--- src/rtl/cmos_dvp_capture.sv ---
// Purpose: OV5640 DVP capture front end. After the sensor is configured it discards the first
// SKIP_FRAMES frames, arms on the next whole frame, then packs the RGB565 byte stream (high byte
// first) into 16-bit pixels with x/y coordinates, frame/line markers and a geometry-error pulse.
//
// Ports:
//   cmos_pclk      camera pixel clock, all logic on its rising edge
//   camera_rst     synchronous active-high reset
//   reg_conf_done  level from the config stage; low flushes the capture back to idle
//   cmos_vsync     DVP VSYNC, rising edge = frame boundary
//   cmos_href      DVP HREF, high while line bytes are valid
//   cmos_data      DVP data byte
//   pix_data       packed pixel {first byte, second byte}
//   pix_valid      pix_data/x_cnt/y_cnt valid this cycle
//   x_cnt, y_cnt   pixel column / line index, both saturating
//   frame_start    with the first pixel of a frame
//   line_end       cycle after a line closes, if it carried any bytes
//   frame_end      at the vsync rise closing a captured frame
//   frame_err      line or frame geometry mismatch (at most one pulse per cycle)
module cmos_dvp_capture #(
  parameter int unsigned H_ACTIVE    = 640,
  parameter int unsigned V_ACTIVE    = 480,
  parameter int unsigned SKIP_FRAMES = 10
) (
  input  logic        cmos_pclk,
  input  logic        camera_rst,
  input  logic        reg_conf_done,
  input  logic        cmos_vsync,
  input  logic        cmos_href,
  input  logic [7:0]  cmos_data,
  output logic [15:0] pix_data,
  output logic        pix_valid,
  output logic [10:0] x_cnt,
  output logic [9:0]  y_cnt,
  output logic        frame_start,
  output logic        line_end,
  output logic        frame_end,
  output logic        frame_err
);

  typedef enum logic [1:0] {StIdle, StSkip, StArm, StActive} state_e;

  localparam logic [11:0] HAct  = 12'(H_ACTIVE);
  localparam logic [10:0] VAct  = 11'(V_ACTIVE);
  localparam logic [8:0]  SkipN = 9'(SKIP_FRAMES);
  // Internal counters hold "items so far" and stop one past the largest reportable index.
  localparam logic [11:0] XcMax = 12'd2048;
  localparam logic [10:0] LcMax = 11'd1024;

  state_e      state_q, state_d;
  logic        vs_q, vs_d, hr_q, hr_d, vs_prev_q, vs_prev_d, hr_prev_q, hr_prev_d;
  logic [7:0]  d_q, d_d;
  logic [7:0]  skip_q, skip_d;
  logic        phase_q, phase_d;
  logic [7:0]  hi_q, hi_d;
  logic [11:0] xc_q, xc_d;
  logic [10:0] lc_q, lc_d;
  logic        trunc_q, trunc_d;
  logic [15:0] pix_data_q, pix_data_d;
  logic        pix_valid_q, pix_valid_d;
  logic [10:0] x_cnt_q, x_cnt_d;
  logic [9:0]  y_cnt_q, y_cnt_d;
  logic        fs_q, fs_d, le_q, le_d, fe_q, fe_d, err_q, err_d;

  logic        vs_rise, vs_fall, hr_fall, line_close;
  logic [10:0] lines_tot;

  assign vs_rise    = vs_q & ~vs_prev_q;
  assign vs_fall    = ~vs_q & vs_prev_q;
  assign hr_fall    = ~hr_q & hr_prev_q;
  // A vsync rise during an active line closes that line as if href had dropped.
  assign line_close = hr_fall | (vs_rise & hr_q);

  always_comb begin
    vs_d        = cmos_vsync;
    hr_d        = cmos_href;
    d_d         = cmos_data;
    vs_prev_d   = vs_q;
    hr_prev_d   = hr_q;
    state_d     = state_q;
    skip_d      = skip_q;
    phase_d     = phase_q;
    hi_d        = hi_q;
    xc_d        = xc_q;
    lc_d        = lc_q;
    trunc_d     = trunc_q;
    pix_data_d  = pix_data_q;
    pix_valid_d = 1'b0;
    x_cnt_d     = x_cnt_q;
    y_cnt_d     = y_cnt_q;
    fs_d        = 1'b0;
    le_d        = 1'b0;
    fe_d        = 1'b0;
    err_d       = 1'b0;
    lines_tot   = lc_q;

    if (!reg_conf_done) begin
      state_d = StIdle;
      skip_d  = '0;
      phase_d = 1'b0;
      xc_d    = '0;
      lc_d    = '0;
      trunc_d = 1'b0;
      x_cnt_d = '0;
      y_cnt_d = '0;
    end else begin
      unique case (state_q)
        StIdle: begin
          skip_d  = '0;
          state_d = (SkipN == 9'd0) ? StArm : StSkip;
        end
        StSkip: begin
          if (vs_rise) begin
            if ({1'b0, skip_q} + 9'd1 == SkipN) begin
              state_d = StArm;
              skip_d  = '0;
            end else begin
              skip_d = skip_q + 8'd1;
            end
          end
        end
        StArm: begin
          // Wait for the end of vertical blanking so capture begins on a whole frame.
          if (vs_fall) state_d = StActive;
        end
        StActive: begin
          if (line_close) begin
            phase_d = 1'b0;
            xc_d    = '0;
            if ((xc_q != '0) || phase_q) begin
              le_d = 1'b1;
              if ((xc_q != HAct) || phase_q) err_d = 1'b1;
            end
            if ((xc_q != '0) && (lc_q != LcMax)) lines_tot = lc_q + 11'd1;
            lc_d = lines_tot;
          end
          if (vs_rise) begin
            if (lines_tot != '0) begin
              fe_d = 1'b1;
              if (lines_tot != VAct) err_d = 1'b1;
            end
            lc_d    = '0;
            xc_d    = '0;
            phase_d = 1'b0;
            // Ignore the rest of a truncated line until href drops.
            trunc_d = hr_q;
          end else if (hr_q && !trunc_q) begin
            if (!phase_q) begin
              hi_d    = d_q;
              phase_d = 1'b1;
            end else begin
              phase_d     = 1'b0;
              pix_valid_d = 1'b1;
              pix_data_d  = {hi_q, d_q};
              x_cnt_d     = xc_q[11] ? 11'h7ff : xc_q[10:0];
              y_cnt_d     = lc_q[10] ? 10'h3ff : lc_q[9:0];
              fs_d        = (xc_q == '0) && (lc_q == '0);
              if (xc_q != XcMax) xc_d = xc_q + 12'd1;
            end
          end
          if (!hr_q) trunc_d = 1'b0;
        end
        default: state_d = StIdle;
      endcase
    end
  end

  always_ff @(posedge cmos_pclk) begin
    if (camera_rst) begin
      state_q     <= StIdle;
      vs_q        <= 1'b0;
      hr_q        <= 1'b0;
      d_q         <= '0;
      vs_prev_q   <= 1'b0;
      hr_prev_q   <= 1'b0;
      skip_q      <= '0;
      phase_q     <= 1'b0;
      hi_q        <= '0;
      xc_q        <= '0;
      lc_q        <= '0;
      trunc_q     <= 1'b0;
      pix_data_q  <= '0;
      pix_valid_q <= 1'b0;
      x_cnt_q     <= '0;
      y_cnt_q     <= '0;
      fs_q        <= 1'b0;
      le_q        <= 1'b0;
      fe_q        <= 1'b0;
      err_q       <= 1'b0;
    end else begin
      state_q     <= state_d;
      vs_q        <= vs_d;
      hr_q        <= hr_d;
      d_q         <= d_d;
      vs_prev_q   <= vs_prev_d;
      hr_prev_q   <= hr_prev_d;
      skip_q      <= skip_d;
      phase_q     <= phase_d;
      hi_q        <= hi_d;
      xc_q        <= xc_d;
      lc_q        <= lc_d;
      trunc_q     <= trunc_d;
      pix_data_q  <= pix_data_d;
      pix_valid_q <= pix_valid_d;
      x_cnt_q     <= x_cnt_d;
      y_cnt_q     <= y_cnt_d;
      fs_q        <= fs_d;
      le_q        <= le_d;
      fe_q        <= fe_d;
      err_q       <= err_d;
    end
  end

  assign pix_data    = pix_data_q;
  assign pix_valid   = pix_valid_q;
  assign x_cnt       = x_cnt_q;
  assign y_cnt       = y_cnt_q;
  assign frame_start = fs_q;
  assign line_end    = le_q;
  assign frame_end   = fe_q;
  assign frame_err   = err_q;

endmodule

--- config.mk ---
export PLATFORM = sky130hd
export DESIGN_NAME = cmos_dvp_capture
export DESIGN_NICKNAME = d
export VERILOG_FILES = /design/src/rtl/cmos_dvp_capture.sv
export SDC_FILE = /design/constraint.sdc
export NUM_CORES = 1
export LEC_CHECK = 0
export ABC_AREA = 0
export BUFFER_PORTS_ARGS = -buffer_cell sky130_fd_sc_hd__buf_2
export CAP_MARGIN = 20
export CORE_MARGIN = 4
export CORE_UTILIZATION = 40
export DETAILED_ROUTE_END_ITERATION = 16
export SLEW_MARGIN = 0
export SYNTH_ARGS = -nofsm -noshare
export SYNTH_HDL_FRONTEND = slang
export SYNTH_SLANG_ARGS = --single-unit
--- constraint.sdc ---
create_clock -name cmos_pclk -period 4.1 [get_ports cmos_pclk]
set_input_delay 0.205 -clock cmos_pclk [delete_from_list [all_inputs] [get_ports cmos_pclk]]
set_output_delay 0.205 -clock cmos_pclk [all_outputs]
set_load 0.1 [all_outputs]
Word-level counts from Yosys, hierarchy flattened
Index checks and enable logic that the tools add are counted.
{ "classes": {"n_mux": 34, "addsub": 4, "n_bitwise": 14, "n_reduce_logical": 27, "eq_ne": 12} }
{ "ops": {"columns": ["operator", "count"], "rows": [
  ["two-way mux 11 bit", 6],
  ["two-way mux 12 bit", 5],
  ["two-way mux 8 bit", 2],
  ["one-hot mux 8 bit (2 select lines)", 1],
  ["two-way mux 1 bit", 15],
  ["adder 12 x 1 -> 12 bit, second input constant", 1],
  ["zero test 12 bit", 1],
  ["inequality test 12 x 10 -> 1 bit, second input constant", 1],
  ["inequality test 12 bit, second input constant", 1],
  ["nonzero test 12 bit", 1],
  ["adder 11 x 1 -> 11 bit, second input constant", 1],
  ["zero test 11 bit", 1],
  ["inequality test 11 bit, second input constant", 1],
  ["inequality test 11 x 9 -> 1 bit, second input constant", 1],
  ["nonzero test 11 bit", 1],
  ["two-way mux 10 bit", 1],
  ["AND reduction 5 bit", 2],
  ["adder 8 x 1 -> 9 bit, second input constant", 1],
  ["equality test 9 x 4 -> 1 bit, second input constant", 1],
  ["inverter 1 bit", 9],
  ["adder 8 x 1 -> 8 bit, second input constant", 1],
  ["AND reduction 4 bit", 2],
  ["OR reduction 4 bit", 2],
  ["two-way mux 2 bit", 3],
  ["18 further kinds", 30]
]} }
{ "word_totals": {"reg_bits": 97} }

Longest topological paths before layout
Gate-level depths: netlist of the first run.
{ "logic_depth": {"word_depth": 11, "mapped_depth": 10, "depth_no_buf": 9} }

Worst setup path after synthesis of the first run
Ideal clock, no wire load.
{ "synth_path": {"path_type": "flip-flop to flip-flop", "startpoint": "reg xc_q[0]", "endpoint": "reg err_q, in the netlist frame_err", "stages_incl_launch_ff": 11, "setup_time_ns": 0.135, "arrival_time_ns": 2.230, "slack_ns": 1.735, "synth_period_minus_slack_ns": 2.365, "cell_sequence": "dfxtp_1 inv_1 ha_1 nor4b_4 nand4b_4 and2_4 buf_6 or4_4 a311oi_2 and4_1 a22oi_1"} }
{ "synth_via": {"elab_chain_cells": 10, "elab_cells_between_ends": 17, "classes_between": "2 x eq/ne; 10 x mux; 5 x reduce/logical"} }
{ "synth_lines": {"columns": ["item", "line_no", "source"], "rows": [
  ["start, declared", "55", "logic [11:0] xc_q, xc_d;"],
  ["start signal, assigned", "178", "xc_q <= '0;"],
  ["start signal, assigned", "199", "xc_q <= xc_d;"],
  ["nonzero test 12 bit", "129, 133", null],
  ["logical AND 1 bit", "133", "if ((xc_q != '0) && (lc_q != LcMax)) lines_tot = lc_q + 11'd1;"],
  ["two-way mux 11 bit", "133", null],
  ["two-way mux 11 bit", null, null],
  ["two-way mux 11 bit", "106", "unique case (state_q)"],
  ["two-way mux 11 bit", "96", "if (!reg_conf_done) begin"],
  ["inequality test 11 x 9 -> 1 bit", "139", "if (lines_tot != VAct) err_d = 1'b1;"],
  ["two-way mux 1 bit", "139", null],
  ["two-way mux 1 bit", "137", "if (lines_tot != '0) begin"],
  ["two-way mux 1 bit *", "136", "if (vs_rise) begin"],
  ["end signal, assigned", "209", "err_q <= err_d;"],
  ["end, declared", "62", "logic fs_q, fs_d, le_q, le_d, fe_q, fe_d, err_q, err_d;"]
]} }
Mark *: on every way between the ends. The rest lies on a longest branch, timed or not. The select of a mux whose other input is x is not followed.
A chain may end at the register's enable or synchronous reset.

Worst setup path after layout of the first run
{ "layout_path": {"startpoint": "reg state_q[0]", "endpoint": "reg xc_q[10]"} }
{ "layout_via": {"elab_chain_cells": 1} }
{ "layout_lines": {"columns": ["item", "line_no", "source"], "rows": [
  ["start, declared", "49", "state_e state_q, state_d;"],
  ["start signal, assigned", "169", "state_q <= StIdle;"],
  ["start signal, assigned", "190", "state_q <= state_d;"],
  ["equality test 2 bit", "106", null]
]} }
No other way between the ends.

==> qor.csv, run 1 <==
stage;metric;value;unit
outcome;outcome;finished, final reports clean;
clock_tree;numCtsBuffers;9;
finish;drive_gt1_frac;0.136;
place;dpl.hpwl;7.60;mm
critical_path;cp.required;4.36;ns
timing;finalHoldViolations;0;
finish;area_growth;12.6;%
critical_path;crit_start;state_q[0]$_SDFFE_PP0P_;
yosys;synth_edf_count;0;
timing;worst_slew_pin_slew;0.923;ns
drt;dr.first_iter.drc_count;248;
floorplan;core_area;0.0111;mm^2
clock_tree;htree_levels;3;
timing;finalCritPeriodShare;0.717;
timing;rsz0062_at_grt;false;
finish;final_cell_mix;97 x dfxtp_1, 81 x nor2_1, 63 x nand2_1, 54 x buf_2, 51 x nor3_1;
critical_path;critPathLaunchType;flop;
finish;multi_input_area;0.00244;mm^2
grt;grt_max_degree;38;
finish;layout.area.seq;0.00194;mm^2
grt;grt_pass1_vias;3901;
pwr;power;1.87;mW
yosys;yosys.cell_types.count;55;
critical_path;r2r_slack;1.16;ns
floorplan;die_w;115;um
place;gp_congestion;0.871;
place;portBuffers;54;
drt;drc;0;
floorplan;io_pins;55;
floorplan;start_util;0.417;
clock_tree;cts.repair.resized;0;
grt;grt_pass1_wl;18.5;mm
clock_tree;clock_latency;0.34;ns
yosys;ys_ff_latch;97;
timing;tns;0;ns
critical_path;endpoint;xc_q[10]$_SDFFE_PP0P_;
critical_path;r2r-start;state_q[0]$_SDFFE_PP0P_;
timing;hold_ws;0.0657;ns
drt;dr.pass1.iters;5;
yosys;seq_area_frac_synth;0.420;
grt;grt_overflow_total;0;
yosys;async_reset_ff_frac;0;
finish;layout.cells.most_common;dfxtp_1;
place;place_ws;1.16;ns
drt;num_vias;4128;
timing;slew_headroom;0.375;
place;placed_area;0.00490;mm^2
drt;vias_per_cell;5.51;
grt;grt_antenna_before_repair;0;
timing;maxSlewViolCount;0;
yosys;avgSynthCellArea;7.94;um^2
yosys;synth_nets;607;
timing;fmax;340;MHz
critical_path;cp_max_fo;20;
yosys;synthCells;582;
timing;setup_viol;0;
hold_path;hold_class;input pin to flop;
critical_path;endpoint_kind;flop;
finish;finalNetCount;630;
clock_tree;clk_path_buf_depth;2;
drt;post_drt_wl_per_cell;14.6;um
finish;antenna_cells;0;
critical_path;reg2reg_depth;8;
finish;n_fill_cell;1133;
floorplan;row_count;38;
critical_path;worstPathArrival;3.20;ns
clock_tree;cts_root_buf;clkbuf_16;
yosys;ys_warn_count;0;
floorplan;fp.dieH;115;um
pwr;power_leakage;2.04;nW
drt;wirelength;10.9;mm
yosys;syn_area;0.00462;mm^2
clock_tree;hold_buffers;0;
flow_run;maxCapViolCount;0;
drt;ant_nets;0;
clock_tree;cts_sinks;97;
grt;track_usage;0.170;
pwr;ir_drop;0.266;mV
pwr;p_per_area;360;mW/mm^2
timing;period_needed;2.94;ns
clock_tree;cts_tree;yes;
floorplan;die_area;0.0133;mm^2
timing;fin_ws;1.16;ns
clock_tree;clk_pin_slew_worst_paths;0.07;ns
timing;fin_skew;0.00996;ns
clock_tree;postCtsSetupRepairBufs;0;
critical_path;criticalPathCategory;flop to flop;
critical_path;reg2reg_to;xc_q[10]$_SDFFE_PP0P_;
yosys;synthFlopType;dfxtp_1;
finish;final_area;0.00520;mm^2
==> cell type report <==
cell class	count	area share
clock buffer	9	0.0433
clock inverter	6	0.0140
inverter	12	0.00866
multi-input combinational	427	0.469
sequential	97	0.374
tap	140	0.0337
timing repair buffer	58	0.0578
==> cells by family after synthesis <==
logic type	Yosys count	share of synthesized area
multiplexers	11	0.0238
buffers and inverters	58	0.0520
AO/OA/AOI/OAI	114	0.151
flip-flops	97	0.420
adder cells (fa/ha/maj)	12	0.0325
AND/OR/NAND/NOR	285	0.311
XOR/XNOR	5	0.00948
==> worst min-delay path by stage <==
stage / startpoint / depth (start not counted) / slack, ns / end
after floorplan: cmos_data[0] / 1 / 0.33 / d_q[0]$_SDFF_PP0_
after global placement: cmos_data[5] / 2 / 0.41 / d_q[5]$_SDFF_PP0_
after detailed placement: cmos_data[7] / 2 / 0.42 / d_q[7]$_SDFF_PP0_
after CTS: cmos_data[7] / 2 / 0.05 / d_q[7]$_SDFF_PP0_
after global routing: cmos_href / 2 / 0.07 / hr_prev_d$_SDFF_PP0_
final: cmos_data[7] / 2 / 0.07 / d_q[7]$_SDFF_PP0_
==> routing by layer <==
metal | GRT usage | vias to the layer above | wire length (um)
met3 | 0.0397 | 12 | 698
met4 | 0.0430 | 0 | 129
met2 | 0.282 | 115 | 4880
li1 | - | 2083 | -
met1 | 0.224 | 1918 | 5200
met5 | 0 | - | 0
==> worst max-delay path, stage by stage (launching register included) <==
cell and delay [ns]:
dfxtp_1 0.43, ha_1 0.18, buf_4 0.24, inv_1 0.24
nor2_1 0.51, o21ai_1 0.36, or3_1 0.44, or3_1 0.31
a21oi_1 0.14
==> power by group <==
part           switching [mW]  total, mW  internal (mW)
Sequential            0.00695      0.956          0.949
Combinational          0.0441     0.0668         0.0228
Clock                   0.371      0.850          0.479
==> synth_stat cells, types with 2 or more instances <==
library cell | count | share of area
nor3b_1 | 6 | 0.0098
o211ai_1 | 2 | 0.0033
a41oi_1 | 3 | 0.0057
a31oi_1 | 4 | 0.0054
o31ai_1 | 3 | 0.0049
nand3_1 | 16 | 0.017
a311oi_1 | 4 | 0.0076
nand2b_1 | 3 | 0.0041
or4_1 | 2 | 0.0033
buf_6 | 2 | 0.0049
nor4b_1 | 2 | 0.0038
nor2b_1 | 20 | 0.027
xnor2_1 | 3 | 0.0057
a211oi_1 | 3 | 0.0049
nand4_1 | 8 | 0.011
xor2_1 | 2 | 0.0038
clkbuf_1 | 40 | 0.033
or3_1 | 7 | 0.0095
and2_1 | 2 | 0.0027
o21ai_0 | 27 | 0.029
dfxtp_1 | 97 | 0.42
a32oi_1 | 4 | 0.0076
and4_1 | 3 | 0.0057
nand2_1 | 63 | 0.051
and3_1 | 8 | 0.011
nor4_1 | 3 | 0.0041
o21a_1 | 2 | 0.0033
nand3b_1 | 2 | 0.0033
buf_2 | 3 | 0.0033
ha_1 | 12 | 0.033
mux2i_1 | 11 | 0.024
inv_1 | 12 | 0.0098
nor2_1 | 81 | 0.066
a21oi_1 | 47 | 0.051
nor3_1 | 51 | 0.055
a22oi_1 | 5 | 0.0081
==> flip-flops by register name, indices dropped and copies added, names as in the netlist, 2 cells and up <==
register  flops
state_q       2
d_q           8
xc_q         12
x_cnt        11
hi_q          8
lc_q         11
skip_q        8
pix_data     16
y_cnt        10
==> per-stage QoR <==
stage | util | instances
6_report | 0.469 | 749
5_1_grt | 0.469 | 749
3_3_place_gp | 0.442 | 734
4_1_cts | 0.469 | 749
2_1_floorplan | - | 582
3_5_place_dp | 0.442 | 734
No activity file was read; power rests on OpenSTA's default activity.
==> run 2, diff against run 1 <==
--- a/config.mk
+++ b/config.mk
@@ -5,7 +5,7 @@
 export SDC_FILE = /design/constraint.sdc
 export NUM_CORES = 1
 export LEC_CHECK = 0
-export ABC_AREA = 0
+export ABC_AREA = 1
 export BUFFER_PORTS_ARGS = -buffer_cell sky130_fd_sc_hd__buf_2
 export CAP_MARGIN = 20
 export CORE_MARGIN = 4
==> constraint.sdc (replaced) <==
create_clock -name cmos_pclk -period 2.85 [get_ports cmos_pclk]
set_input_delay 0.1425 -clock cmos_pclk [delete_from_list [all_inputs] [get_ports cmos_pclk]]
set_output_delay 0.1425 -clock cmos_pclk [all_outputs]
set_load 0.1 [all_outputs]
==> run 2 against run 1 <==
  * Critical path type unchanged
  * Worst hold slack got worse by 0.047 ns
  * Combinational power increased by 83%
  * Clock-buffer cell count increased by 1
  * Register-to-register slack got worse by 0.52 ns
  * Total power increased by 50%
  * Critical endpoint is now frame_err$_SDFF_PP0_
  * Clock skew about the same
  * Synthesized cell count increased by 9.6%
==> qor.csv, run 2 <==
stage;metric;value;unit
grt;grt_overflow_total;0;
timing;fmax;451;MHz
place;place_ws;0.637;ns
finish;area_growth;17.3;%
critical_path;cp.required;3.08;ns
clock_tree;cts_tree;yes;
clock_tree;cts_root_buf;clkbuf_16;
finish;layout.cells.most_common;nand2_1;
timing;finalCritPeriodShare;0.777;
yosys;ys_warn_count;0;
floorplan;die_w;115;um
finish;largest_reg_flops;16;
grt;track_usage;0.179;
critical_path;path_buf_inv;1;
floorplan;start_util;0.416;
critical_path;worstPathArrival;2.44;ns
yosys;syn_area;0.00459;mm^2
timing;fin_ws;0.635;ns
yosys;synth_nets;663;
floorplan;fp.dieH;115;um
clock_tree;clk_path_buf_depth;2;
yosys;synthFlopType;dfxtp_1;
yosys;synth-simple-area-share;0.292;
grt;grt_antenna_before_repair;0;
critical_path;cp_max_fo;11;
pwr;ir_drop;0.411;mV
yosys;synthCells;638;
drt;ant_nets;0;
timing;finalHoldViolations;0;
finish;drive_gt1_frac;0.170;
yosys;synth_top_family_by_area;simple AND/OR/NAND/NOR gates;
pwr;p_per_area;521;mW/mm^2
pwr;power;2.81;mW
yosys;ys_ff_latch;97;
finish;final_area;0.00539;mm^2
critical_path;slowest_delay;0.45;ns
yosys;synth_compound_gate_area_share;0.156;
yosys;yosys.cell_count.top_type;nand2_1;
drt;dr.pass1.iters;5;
grt;grt_pass1_wl;18.9;mm
critical_path;endpoint_kind;flop;
clock_tree;numCtsBuffers;9;
drt;dr.first_iter.drc_count;278;
yosys;synth_edf_count;0;
yosys;async_reset_ff_frac;0;
finish;final_cell_mix;126 x nand2_1, 97 x dfxtp_1, 96 x nor2_1, 59 x o21ai_0, 56 x inv_1;
floorplan;row_count;38;
grt;grt_max_degree;31;
critical_path;slowest_stage;dfxtp_1;
clock_tree;clock_latency;0.35;ns
critical_path;cp_top_family;simple AND/OR/NAND/NOR gates;
timing;period_needed;2.21;ns
yosys;synth_commonest_cells;126 x nand2_1, 97 x dfxtp_1, 96 x nor2_1;
pwr;power_leakage;2.36;nW
floorplan;io_pins;55;
critical_path;critPathLaunchType;flop;
flow_run;maxCapViolCount;0;
clock_tree;cts_sinks;97;
yosys;synth.area.top_cells;dfxtp_1 42%, nand2_1 10%, nor2_1 7.8%, o21ai_0 6.4%, a21oi_1 4.9%;
place;portBuffers;54;
clock_tree;clk_pin_slew_worst_paths;0.07;ns
hold_path;hold_class;input pin to flop;
timing;slew_headroom;0.595;
drt;vias_per_cell;5.08;
yosys;synth-adder-area-share;0.0327;
timing;worst_slew_pin_slew;0.603;ns
outcome;outcome;finished, final reports clean;
grt;grt_pass1_vias;3943;
clock_tree;htree_levels;3;
drt;num_vias;4279;
timing;tns;0;ns
timing;rsz0062_at_grt;false;
drt;post_drt_wl_per_cell;13.8;um
yosys;synth.area.mux_share;0;
yosys;avgSynthCellArea;7.20;um^2
timing;fin_skew;0.00972;ns
drt;drc;0;
finish;utilization;0.488;
finish;finalNetCount;722;
place;gp_congestion;0.875;
yosys;seq_area_frac_synth;0.423;
drt;wirelength;11.6;mm
place;placed_area;0.00498;mm^2
timing;maxSlewViolCount;0;
yosys;yosys.cell_types.count;43;
timing;setup_viol;0;
critical_path;crit_chain;inv_1 > ha_1 > nand2_2 > nor2_4 > nand2_2 > nand2_2 > nor2_4 > nand3_1 > nand2_1 > nand2_1 > nor2_1 > nand3_1 > nand3_1 > nand2_1;
place;dpl.hpwl;8.32;mm
critical_path;criticalPathCategory;flop to flop;
floorplan;die_area;0.0133;mm^2
floorplan;core_area;0.0110;mm^2
yosys;synth_top_area_frac;0.423;
yosys;yosysTopAreaCell;dfxtp_1;
yosys;synthXorXnorAreaFrac;0.0153;
finish;antenna_cells;0;
## run 2: changes by cell type in the layout (fill, tap and decap cells not counted), moves of 9 or more
cell	before	now
nor2b_1	20	0
inv_2	0	10
nor2_1	81	96
nand2_1	63	126
o21ai_0	27	59
nand3_1	16	32
nor3_1	51	5
mux2i_1	11	0
dlygate4sd3_1	0	9
inv_1	12	56
## run 2: cells by family (layout without fill, tap and decap cells)
family          after synthesis  in the layout
buf+inv                      90            154
fa+ha+maj                    12             12
flops                        97             97
simple gates                300            300
xor+xnor                      8              8
compound gates              131            131
## run 2: cell type report
| class | instances | area, um^2 |
|---|---|---|
| fill | 1124 | 5640 |
| multi-input combinational | 451 | 2280 |
| sequential | 97 | 1940 |
| timing repair buffer | 72 | 428 |
| inverter | 66 | 248 |
| clock buffer | 10 | 239 |
| tap | 140 | 175 |
| clock inverter | 6 | 78.8 |
## run 2: power breakdown
part	total [mW]	switching, mW	internal (mW)
Combinational	0.122	0.0829	0.0389
Sequential	1.38	0.0112	1.37
Clock	1.31	0.578	0.727
Total	2.81	0.672	2.13
## run 2: through the flow
stage               std cells  hold slack [ns]
floorplan                 638            0.214
global placement          817            0.343
detailed placement        817            0.350
CTS                       842          0.00608
global route              842           0.0136
finish                    842           0.0183
## run 2: path summary, 6_finish.rpt
check | start | endpoint | slack (ns) | depth (start not counted)
max | xc_q[0]$_SDFFE_PP0P_ | frame_err$_SDFF_PP0_ | 0.64 | 14
max reg2reg | xc_q[0]$_SDFFE_PP0P_ | frame_err$_SDFF_PP0_ | 0.64 | 14
min | cmos_data[6] | d_q[6]$_SDFF_PP0_ | 0.02 | 3
min reg2reg | x_cnt[4]$_SDFFE_PP0P_ | x_cnt[4]$_SDFFE_PP0P_ | 0.46 | 2
## run 2: layer usage
layer,track usage,vias to the layer above,wire length [um]
met5,0,-,0
met4,0.0603,0,166
met3,0.0363,16,633
met2,0.286,94,5200
met1,0.241,1978,5610
li1,-,2191,-
## run 2: repair_timing
item | 4_1_cts | 5_1_grt
hold endpoints to repair | 9 | 0
buffers inserted | 0 | 0
gates resized for setup | 0 | 0
hold buffers | 9 | 0
## run 2: tightest hold or removal path: cells and delay by family
| kind | cells | cell delay (ns) |
|---|---|---|
| buffers and inverters | 2 | 0.16 |
| AND/OR/NAND/NOR | 1 | 0.03 |
